## src/rtl/if_stage.sv

```systemverilog
// if_stage: instruction fetch with I-cache handshake, skid buffer and IF/ID register.
// Optional jump predecode enabled by defining IF_JUMP_PREDECODE_EN.
module if_stage #(
  parameter logic [31:0] RESET_PC  = 32'h0000_0000,
  parameter logic [31:0] NOP_INSTR = 32'h0000_0000
) (
  input  logic        clk,
  input  logic        rst,
  output logic        icache_req,
  output logic [31:0] icache_addr,
  input  logic        icache_ready,
  input  logic [31:0] icache_rdata,
  input  logic        stall,
  input  logic        flush,
  input  logic        redirect_valid,
  input  logic [31:0] redirect_pc,
  output logic        ifid_valid,
  output logic [31:0] ifid_instr,
  output logic [31:0] ifid_pc,
  output logic [31:0] ifid_pc4,
  output logic        ifid_pred_taken
);
  typedef enum logic [1:0] {REQ, DROP, BUF} state_t;
  state_t      state;
  logic [31:0] fetch_addr, redir_pc, skid_instr, skid_pc, seq_pc, next_pc;
  logic [31:0] load_instr, load_pc;
  logic        skid_pred, hs, jump, load, load_pred;
  assign icache_req  = (state == REQ || state == DROP) && !rst;
  assign icache_addr = fetch_addr;
  assign hs          = icache_req && icache_ready;
  assign seq_pc      = fetch_addr + 32'd4;
`ifdef IF_JUMP_PREDECODE_EN
  assign jump = icache_rdata[31:26] == 6'b000010;
`else
  assign jump = 1'b0;
`endif
  assign next_pc    = jump ? {seq_pc[31:28], icache_rdata[25:0], 2'b00} : seq_pc;
  assign load       = !redirect_valid && !stall && ((state == REQ && hs) || state == BUF);
  assign load_instr = state == BUF ? skid_instr : icache_rdata;
  assign load_pc    = state == BUF ? skid_pc : fetch_addr;
  assign load_pred  = state == BUF ? skid_pred : jump;
  always_ff @(posedge clk) begin
    if (rst) begin
      state           <= REQ;
      fetch_addr      <= RESET_PC;
      redir_pc        <= RESET_PC;
      skid_instr      <= NOP_INSTR;
      skid_pc         <= '0;
      skid_pred       <= 1'b0;
      ifid_valid      <= 1'b0;
      ifid_instr      <= NOP_INSTR;
      ifid_pc         <= '0;
      ifid_pc4        <= '0;
      ifid_pred_taken <= 1'b0;
    end else begin
      unique case (state)
        REQ:
          if (hs && redirect_valid) fetch_addr <= redirect_pc;
          else if (hs) begin
            fetch_addr <= next_pc;
            if (stall) begin
              skid_instr <= icache_rdata;
              skid_pc    <= fetch_addr;
              skid_pred  <= jump;
              state      <= BUF;
            end
          end else if (redirect_valid) begin
            redir_pc <= redirect_pc;
            state    <= DROP;
          end
        DROP:
          if (hs) begin
            fetch_addr <= redirect_valid ? redirect_pc : redir_pc;
            state      <= REQ;
          end else if (redirect_valid) redir_pc <= redirect_pc;
        BUF:
          if (redirect_valid) begin
            fetch_addr <= redirect_pc;
            state      <= REQ;
          end else if (!stall) state <= REQ;
        default: state <= REQ;
      endcase
      if (flush) begin
        ifid_valid      <= 1'b0;
        ifid_instr      <= NOP_INSTR;
        ifid_pred_taken <= 1'b0;
      end else if (!stall) begin
        ifid_valid      <= load;
        ifid_instr      <= load ? load_instr : NOP_INSTR;
        ifid_pc         <= load ? load_pc : ifid_pc;
        ifid_pc4        <= load ? load_pc + 32'd4 : ifid_pc4;
        ifid_pred_taken <= load && load_pred;
      end
    end
  end
endmodule

```

## config.mk

```make
export PLATFORM = sky130hd
export DESIGN_NAME = if_stage
export DESIGN_NICKNAME = d
export VERILOG_FILES = /design/src/rtl/if_stage.sv
export SDC_FILE = /design/constraint.sdc
export NUM_CORES = 1
export LEC_CHECK = 0
export ABC_AREA = 0
export CORE_MARGIN = 2
export CORE_UTILIZATION = 53
export DETAILED_ROUTE_END_ITERATION = 16
export PLACE_DENSITY = 0.8
export SYNTH_ARGS = -nofsm -noshare
export SYNTH_HDL_FRONTEND = slang
export SYNTH_SLANG_ARGS = --single-unit
```

## constraint.sdc

```tcl
create_clock -name clk -period 4.21 [get_ports clk]
set_clock_uncertainty 0.2 [all_clocks]
set_input_delay 1.263 -clock clk [delete_from_list [all_inputs] [get_ports clk]]
set_output_delay 1.263 -clock clk [all_outputs]
set_load 0.03 [all_outputs]
```

---- Word-level counts from Yosys, hierarchy flattened ----
Index checks and enable logic that the tools add are counted.
word-level totals
  register bits ........................... 227
  bits in latches ......................... 0
  memory bits (writable) .................. 0
  memory bits (read-only) ................. 0
  output and inout port bits .............. 131
  word-level logic and storage cells ...... 63
  memories kept ........................... 0
cells by class
  add/subtract/negate cells ............... 2
  multipliers ............................. 0
  div/mod/pow operators ................... 0
  magnitude comparators ................... 0
  equal/unequal tests ..................... 9
  shift operators ......................... 0
  muxes and demuxes ....................... 20
  bitwise logic cells ..................... 3
  reduce and logical (&&, ||, !) cells .... 20
operators by type and width
  cell                                                                   number
  32-bit two-way mux                                                     10
  32-bit one-hot mux with 3 select lines                                 1
  32-bit by 3-bit adder with 32-bit output, second input constant        2
  32-bit one-hot mux with 2 select lines                                 1
  2-bit two-way mux                                                      7
  3-bit != test, second input constant                                   3
  4-bit AND reduction                                                    2
  1-bit logical AND                                                      6
  2-bit != test, second input constant                                   3
  2-bit one-hot mux with 3 select lines                                  1
  5-bit AND reduction                                                    1
  1-bit zero test                                                        3
  3-bit by 2-bit != test with 1-bit output, second input constant        1
  1-bit inverter                                                         3
  3-bit AND reduction                                                    1
  3-bit nonzero test                                                     1
  2-bit by 1-bit equality test with 1-bit output, second input constant  1
  2-bit equality test, second input constant                             1
  2-bit zero test                                                        1
  1-bit logical OR                                                       2
  2-bit AND reduction                                                    1
  2-bit nonzero test                                                     1
  2-bit OR reduction                                                     1

---- Depth between registers and ports, before layout ----
Gate-level depths: netlist (run 1).
  depth after elaboration ................. 8
  gate-level depth with buffers ........... 14
  depth with buffers taken out ............ 9

---- Least setup slack after synthesis (run 1) ----
Ideal clock, no wire load.
  kind .................................... input to output
  start ................................... input port rst
  end ..................................... output port icache_req
  data arrival time ....................... 2.290 ns
  data required time ...................... 2.747 ns
  setup slack ............................. 0.457 ns
  stages .................................. 4
  buffers on the path ..................... 3
  path through ............................ clkbuf_1 > buf_1 > buf_1 > nor2_1
between the ends
  word-level cells in the longest chain between the ends .. 2
RTL lines
  item                RTL line  RTL
  start: declaration  8         input logic rst,
  1-bit zero test     28        assign icache_req = (state == REQ || state == DROP) && !rst;
  1-bit logical AND   28
  end: declaration    9         output logic icache_req,
No other way between the ends.

---- Final worst setup path (run 1) ----
  start ................................... register state[0]
  end ..................................... output port icache_req
between the ends
  word-level cells in the longest chain between the ends .. 3
  elaborated cells between the ends (all ways) .. 4
  classes of those cells .................. eq/ne: 1; reduce/logical: 3
RTL lines
  item                                                                                      RTL line  RTL
  start: declaration                                                                        24        state_t state;
  start signal: assignment                                                                  44        state <= REQ;
  start signal: assignment                                                                  65        state <= BUF;
  start signal: assignment                                                                  69        state <= DROP;
  2-bit by 1-bit equality test with 1-bit output / 2-bit zero test (equally long branches)  28
  1-bit logical OR (*)                                                                      28
  1-bit logical AND (*)                                                                     28
Mark *: on every way between the ends. The rest lies on a longest branch, timed or not.

==> flow_summary.ini, run 1 <==
[sta]
max_freq_mhz = 266
fin_crit_ns = 3.75
setup_tns_ns = 0
hold_viol_final = 0
holdWs_ns = 0.251
fin_ws_ns = 0.457
tightestPinTransition_ns = 0.913
maxSlewHeadroom_pct = 38.6
setup_viol = 0
min_period_over_period_pct = 89.1
rsz0062_at_grt = no
slew_violations = 0

[yosys]
ys_types = 75
yosys_register_bits = 225
synthTopCellsByArea = dfxtp_1, nand2_1, mux2_2, a21oi_1, nor2_1
async_reset_ff_share_pct = 0
syn-num-nets = 1468
yosysSeqAreaShare_pct = 39.9
ys_warn_count = 0
synth_top_area_share_pct = 39.9
synth_cells = 1392
syn_avg_cell_area_sq_um = 8.12
ys.flop_type = dfxtp_1
synth_edf_count = 0
syn-cell-area_sq_um = 11300
yosys.area.top_type = dfxtp_1

[setup_path]
path_delay_family = buffers and inverters
cp.required_ns = 2.75
crit_chain = inv_1 > ha_1 > nor2_1 > nor2_1 > clkdlybuf4s50_1
cp.buffers_inverters = 2
worstSetupStartpointType = flop
cp_max_fo = 8
worst_setup_path_end_kind = output pin
crit_top_cell = nor2_1
crit_path_top_delay_cell = clkdlybuf4s50_1
arrival_ns = 2.29
rrSetupSlack_ns = 0.91
worstSetupPathType = reg -> out
critPathMaxStageDelay_ns = 0.60

[die]
initial_core_util_pct = 53.9
die_area_sq_um = 22500
die_h_microns = 150
ios = 201
core_sq_um = 21000
fp.dieW_microns = 150
rows = 53

[power_and_ir_drop]
power_mw = 5.99
ir_drop_mv = 0.265
p_leak_nw = 4.76
powerDensity_nw_per_um2 = 417

[global_routing]
grt_pass1_vias = 10200
antenna_found_initial = 0
grt_pass1_wl_mm = 53.0
grt_usage_pct = 28.7
grt_max_degree = 117
grt-ovfl-total = 0

[cts]
clk_latency_ns = 0.52
cts_resized = 0
cts-root-buf = clkbuf_16
cts_buffers = 24
postCtsSetupBuffers = 0
cts_tree = built
cts.sinks = 225
clockBufferDepth = 3
clkTransAtPathRegs_ns = 0.06
h-tree-depth = 1
holdBufCountCts = 0

[finish]
diodes = 0
layout_commonest_cell = nand2_1
finalNetCount = 1607
final_layout_size_suffix_gt1_share_pct = 11.2
fillers = 1717
final_cell_mix = nand2_1, dfxtp_1, clkdlybuf4s50_1, a21oi_1, nor2_1
areaGrowthSynthToFinish_pct = 27.1
utilization_pct = 68.5

[min_path]
hold_path.class = reg -> reg

[routing]
drc = 0
drt-pass1-iter-count = 6
drtIter0Drc = 1010
vias_per_cell = 6.01
drt-total-wl_mm = 33.3
ant_nets = 0
vias = 11000
routedWlPerCell_microns = 18.3

[placement]
dpl_worst_slack_ns = 0.503
port_buffers = 199
routabilityCongestion = 0.881
hpwlAfterDp_mm = 22.6

[run]
max_cap_viol_count = 0

[run_status]
status = finished, final reports clean
-- cells in the mapped netlist, types with 4 or more instances --
cell / count
a2111oi_0: 4
a211oi_1: 36
a21o_1: 4
a21oi_1: 138
a221o_1: 7
a221oi_1: 10
a22o_1: 21
a22oi_1: 45
a311o_1: 5
a31oi_1: 5
and2_1: 4
and3_1: 5
and4_1: 5
buf_1: 11
buf_2: 29
buf_4: 5
clkbuf_1: 78
dfxtp_1: 225
ha_1: 6
inv_1: 15
mux2_2: 67
mux2i_1: 31
nand2_1: 268
nand2b_1: 6
nand3_1: 50
nand3b_1: 9
nand4_1: 17
nand4b_1: 4
nor2_1: 94
nor2b_1: 5
nor3_1: 23
nor4_1: 8
o211ai_1: 4
o21ai_0: 38
o22ai_1: 13
o311ai_0: 4
o31ai_1: 8
or3_1: 9
or4_1: 4
xnor2_1: 14
xor2_1: 5
-- power breakdown --
part           total [mW]  internal [mW]  switching [mW]
sequential           2.39           2.23           0.161
combinational        1.25          0.509           0.738
clock                2.36           1.47           0.890
total                5.99           4.20            1.79
-- logic make-up (layout without fill, tap and decap cells) --
kind of cell               Yosys count  count (layout)  synth area share, %
muxes                               98              98                 9.42
and+or+nand+nor                    526             526                 21.1
xor gates and xnor gates            19              19                 1.47
AOI/OAI and AO/OA                  377             377                 22.2
DFF                                225             225                 39.9
buffers and inverters              140             297                 5.21
other                                1               1               0.0332
adders and majority gates            6               6                0.664
-- state kept, by name, summed over array words and instances, names as in the netlist --
register / flops
skid_instr: 32
ifid_pc4: 30
ifid_instr: 32
ifid_pc: 32
ifid_valid: 1
skid_pc: 32
redir_pc: 32
state: 2
icache_addr: 32
-- stage by stage --
stage | cell area, sq um | cells
3_5_place_dp | 13500 | 1780
2_1_floorplan | 11300 | 1392
5_1_grt | 14400 | 1824
4_1_cts | 14400 | 1824
3_3_place_gp | 13500 | 1780
6_report | 14400 | 1824
-- tightest hold or removal path: cells and delay by family, from the launching register on --
kind               cells  cell delay [ns]
and+or+nand+nor        1             0.05
DFF                    1             0.31
AOI/OAI and AO/OA      1             0.05
-- final timing paths --
check	start	to	depth (start not counted)
max	state[0]$_SDFFE_PP0P_	icache_req	5
max reg2reg	state[0]$_SDFFE_PP0P_	icache_addr[22]$_SDFFE_PP0P_	10
min	redir_pc[23]$_SDFFE_PP0P_	redir_pc[23]$_SDFFE_PP0P_	2
min reg2reg	redir_pc[23]$_SDFFE_PP0P_	redir_pc[23]$_SDFFE_PP0P_	2
-- area by class of cell --
cell class	count	area, sq um	share of cell area (%)
clock buffer	33	736	5.12
tap	275	344	2.40
timing repair buffer	238	2320	16.1
sequential	225	4500	31.4
multi-input combinational	1027	6240	43.5
inverter	15	56.3	0.392
clock inverter	11	163	1.13
-- routing by layer --
layer	vias up	part of all wire [%]	routed length (microns)	global-route usage, %
li1	5302	-	-	-
met1	5160	44	14800	41.0
met2	442	46	15300	45.1
met3	66	7.3	2440	3.54
met4	0	2.5	831	8.87
met5	-	0	0	0
No activity file was read; power rests on OpenSTA's default activity.
==> inputs of run 2 (changes only) <==
--- a/config.mk
+++ b/config.mk
@@ -6,10 +6,11 @@
 export NUM_CORES = 1
 export LEC_CHECK = 0
 export ABC_AREA = 0
+export CAP_MARGIN = 10
 export CORE_MARGIN = 2
-export CORE_UTILIZATION = 53
+export CORE_UTILIZATION = 57
 export DETAILED_ROUTE_END_ITERATION = 16
-export PLACE_DENSITY = 0.8
+export PLACE_DENSITY = 0.86
 export SYNTH_ARGS = -nofsm -noshare
 export SYNTH_HDL_FRONTEND = slang
 export SYNTH_SLANG_ARGS = --single-unit
==> constraint.sdc (replaced) <==
create_clock -name clk -period 4.5 [get_ports clk]
set_clock_uncertainty 0.2 [all_clocks]
set_input_delay 1.35 -clock clk [delete_from_list [all_inputs] [get_ports clk]]
set_output_delay 1.35 -clock clk [all_outputs]
set_load 0.03 [all_outputs]
==> flow_summary.ini, run 2 (synthesis results as in run 1) <==
[sta]
slew_violations = 0
tightestPinTransition_ns = 1.13
maxSlewHeadroom_pct = 24.9
rsz0062_at_grt = no
fin_crit_ns = 3.90
hold_viol_final = 0
min_period_over_period_pct = 86.8
setup_tns_ns = 0
holdWs_ns = 0.250
max_freq_mhz = 256
setup_viol = 0

[setup_path]
crit_chain = buf_6 > nor2_1 > clkdlybuf4s50_1
worst_setup_path_end_kind = output pin
cp_max_fo = 8
rrSetupSlack_ns = 0.86
rr_startpoint = state[0]$_SDFFE_PP0P_
crit_path_top_delay_cell = clkdlybuf4s50_1
cp.required_ns = 2.95
worstSetupStartpointType = primary input
worstSetupPathType = in -> out
critPathMaxStageDelay_ns = 0.71
arrival_ns = 2.35
crit_start = rst

[global_routing]
grt-ovfl-total = 0
met1_usage_pct = 43.3
busiest_layer = met2
antenna_found_initial = 1
gr-usage-met3_pct = 4.67
grt_usage_pct = 30.3
use_met2_pct = 46.1
grt_max_degree = 181
grt_pass1_vias = 10100
grt_pass1_wl_mm = 51.7

[die]
rows = 51
die_area_sq_um = 21000
ios = 201
initial_core_util_pct = 58.1
core_sq_um = 19500
fp.dieW_microns = 145
die_h_microns = 145

[cts]
cts_resized = 0
h-tree-depth = 1
cts_tree = built
clkTransAtPathRegs_ns = 0.06
holdBufCountCts = 0
clockBufferDepth = 3
cts-root-buf = clkbuf_16
cts.sinks = 225
postCtsSetupBuffers = 0
cts_buffers = 24
clk_latency_ns = 0.52

[routing]
routedWlPerCell_microns = 18.3
ant_nets = 0
drtIter0Drc = 1273
drt-pass1-iter-count = 6
drc = 0
drt-total-wl_mm = 32.9
vias = 11100
vias_per_cell = 6.20

[power_and_ir_drop]
ir_drop_mv = 0.299
powerDensity_nw_per_um2 = 381
p_seq_share_pct = 41.6
p_clk_share_pct = 36.9
p_sw_share_pct = 30.5
power_mw = 5.37
p_switching_mw = 1.64
pwr-share-comb_pct = 21.5
p_leak_nw = 4.62
power.internal_mw = 3.73

[min_path]
min-delay-start = skid_instr[4]$_SDFFE_PP0P_
hold_path.class = reg -> reg

[placement]
routabilityCongestion = 0.872
port_buffers = 199
hpwlAfterDp_mm = 21.9

[finish]
diodes = 0
layout_commonest_cell = nand2_1
final_cell_mix = nand2_1, dfxtp_1, clkdlybuf4s50_1, a21oi_1, nor2_1
finalNetCount = 1590
final_layout_size_suffix_gt1_share_pct = 9.74
areaGrowthSynthToFinish_pct = 24.9

[run]
max_cap_viol_count = 0

[run_status]
status = finished, final reports clean
-- run 2: layout make-up --
| type | count | area, sq um |
|---|---|---|
| Tap cell | 265 | 332 |
| Timing Repair Buffer | 221 | 2190 |
| Inverter | 15 | 56.3 |
| Multi-Input combinational cell | 1027 | 6240 |
| Sequential cell | 225 | 4500 |
| Fill cell | 1458 | 5350 |
| Clock buffer | 37 | 741 |
| Clock inverter | 5 | 52.6 |
-- run 2: worst paths after layout --
path | cells past startpoint | end
worst min register to register | 2 | skid_instr[4]$_SDFFE_PP0P_
worst min-delay path | 2 | skid_instr[4]$_SDFFE_PP0P_
worst max register to register | 9 | ifid_pc4[26]$_SDFFE_PP0P_
worst max-delay path | 3 | icache_req
-- run 2: metal layers --
metal  routed length [microns]  share of wire, %  up-vias
li1                          -                 -     5251
met1                     14100                43     5219
met2                     14900                45      585
met3                      2950               9.0       78
met4                       998               3.0        0
met5                         0                 0        -
-- run 2: worst max-delay path: cells and delay by family --
| family | cells | cell delay, ns |
|---|---|---|
| and+or+nand+nor | 1 | 0.18 |
| buffers and inverters | 2 | 0.83 |
-- run 2: through the flow --
| step | instances | util (%) | setup slack (ns) | cell area, sq um |
|---|---|---|---|---|
| final | 1795 | 72.5 | 0.596 | 14100 |
| after global routing | 1795 | 72.5 | 0.536 | 14100 |
| after global placement | 1753 | 68.5 | 0.609 | 13300 |
| after CTS | 1795 | 72.5 | 0.600 | 14100 |
| after detailed placement | 1753 | 68.5 | 0.400 | 13300 |
| after floorplan | 1392 | - | 0.573 | 11300 |
-- run 2: power groups by stage --
stage                     Combinational, mW  Sequential, mW  Clock, mW
after floorplan                       0.677            2.31          0
after global placement                 1.11            2.26          0
after detailed placement               1.13            2.27          0
after CTS                              1.14            2.23       1.99
after global routing                   1.23            2.24       2.08
final                                  1.15            2.23       1.98
==> inputs of run 3 (changes only) <==
--- a/config.mk
+++ b/config.mk
@@ -9,7 +9,9 @@
 export CAP_MARGIN = 10
 export CORE_MARGIN = 2
 export CORE_UTILIZATION = 57
+export CTS_CLUSTER_DIAMETER = 40
 export DETAILED_ROUTE_END_ITERATION = 16
+export GPL_TIMING_DRIVEN = 0
 export PLACE_DENSITY = 0.86
 export SYNTH_ARGS = -nofsm -noshare
 export SYNTH_HDL_FRONTEND = slang
==> flow_summary.ini, run 3 (synthesis results as in run 1) <==
[setup_path]
cp_max_fo = 19
cp.buffers_inverters = 4
arrival_ns = 2.83
crit_top_cell = dlygate4sd2_1
critPathMaxStageDelay_ns = 0.41
worst_setup_path_end_kind = output pin
worstSetupStartpointType = primary input
cp.required_ns = 2.95
crit_start = rst
r2r-end = ifid_pc4[20]$_SDFFE_PP0P_
crit_path_top_delay_cell = dlygate4sd2_1
path_delay_family = buffers and inverters
rr_worst_depth = 14
crit_chain = dlygate4sd2_1 > clkbuf_4 > buf_6 > nor2_1 > dlygate4sd2_1
rrSetupSlack_ns = 0.16
worstSetupPathType = in -> out
rr_startpoint = state[0]$_SDFFE_PP0P_

[global_routing]
antenna_found_initial = 0
grt-ovfl-total = 0
grt_usage_pct = 36.6
grt_pass1_wl_mm = 60.2
grt_pass1_vias = 11200
grt_max_degree = 20

[sta]
fin_crit_ns = 4.38
setup_tns_ns = 0
slew_violations = 0
setup_viol = 0
min_period_over_period_pct = 97.4
max_freq_mhz = 228
fin_ws_ns = 0.117
rsz0062_at_grt = no
maxSlewHeadroom_pct = 22.9
hold_viol_final = 0
tightestPinTransition_ns = 1.13

[placement]
routabilityCongestion = 0.950
port_buffers = 198
hpwlAfterDp_mm = 28.2
dpl_worst_slack_ns = -1.62
placed_area_sq_um = 13600

[routing]
drt-total-wl_mm = 39.4
drt-pass1-iter-count = 6
ant_nets = 0
vias_per_cell = 6.30
drtIter0Drc = 1333
routedWlPerCell_microns = 20.6
vias = 12100
drc = 0

[min_path]
hold_path.class = reg -> reg
hold_end = redir_pc[8]$_SDFFE_PP0P_
hold_depth = 2
min-delay-start = redir_pc[8]$_SDFFE_PP0P_

[finish]
design_area_sq_um = 14800
final_layout_size_suffix_gt1_share_pct = 10.7
utilization_pct = 76.1
areaGrowthSynthToFinish_pct = 31.0
finalNetCount = 1698
diodes = 0
final_cell_mix = nand2_1, dfxtp_1, clkdlybuf4s50_1, a21oi_1, nor2_1
layout_commonest_cell = nand2_1
fillers = 1425

[cts]
h-tree-depth = 1
holdBufCountCts = 0
clkTransAtPathRegs_ns = 0.06
cts_tree = built
cts.sinks = 225
cts-root-buf = clkbuf_16
cts_buffers = 31
clockBufferDepth = 3
clk_latency_ns = 0.57

[die]
die_h_microns = 145
rows = 51
fp.dieW_microns = 145
die_area_sq_um = 21000
core_sq_um = 19500
initial_core_util_pct = 58.1
ios = 201

[power_and_ir_drop]
powerDensity_nw_per_um2 = 422
p_leak_nw = 4.97
power_mw = 6.24
ir_drop_mv = 0.312

[run]
max_cap_viol_count = 0

[run_status]
status = finished, final reports clean
## run 3: cell type report
cell class	count	area (sq um)	area share (%)
Timing Repair Buffer	198	1980	13.4
Clock buffer	36	825	5.57
Tap cell	265	332	2.24
Inverter	15	56.3	0.380
Multi-Input combinational cell	1027	6210	42.0
Buffer	124	541	3.65
Clock inverter	22	350	2.37
Sequential cell	225	4500	30.4
## run 3: repair_timing
item	4_1_cts	5_1_grt
endpoints found under the hold margin	0	0
endpoints found under the setup margin	1	6
setup buffers	0	0
resized for setup	7	1
## run 3: where the power goes
part	switching (mW)	leakage [nW]	total (mW)	internal (mW)
clock network	0.975	0.567	2.75	1.78
logic	0.820	2.58	1.30	0.476
registers	0.108	1.82	2.20	2.09
total	1.90	4.97	6.24	4.34
## run 3: metal layers
| layer | part of all wire (%) | global-route usage [%] | vias to the layer above |
|---|---|---|---|
| met5 | 0 | 0 | - |
| met4 | 4.7 | 18.1 | 0 |
| met3 | 11 | 7.93 | 145 |
| met2 | 45 | 56.5 | 809 |
| met1 | 40 | 48.5 | 5612 |
| li1 | - | - | 5486 |
## run 3: worst max-delay path by stage
stage	endpoint	slack, ns	cells past startpoint
floorplan	icache_req	0.57	4
global placement	icache_req	-1.62	6
detailed placement	icache_req	-1.62	6
CTS	ifid_pc4[20]$_SDFFE_PP0P_	0.16	14
global route	ifid_pc4[20]$_SDFFE_PP0P_	0.08	14
finish	icache_req	0.12	5
## run 3: tightest hold or removal path: stages (launching register included)
cell,delay (ns)
dfxtp_1,0.31
nand2_1,0.05
a21oi_1,0.05
## run 3: through the flow
stage	std cells	hold WS, ns
2_1_floorplan	1392	0.232
3_3_place_gp	1855	0.239
3_5_place_dp	1855	0.244
4_1_cts	1912	0.252
5_1_grt	1912	0.266
6_report	1912	0.253
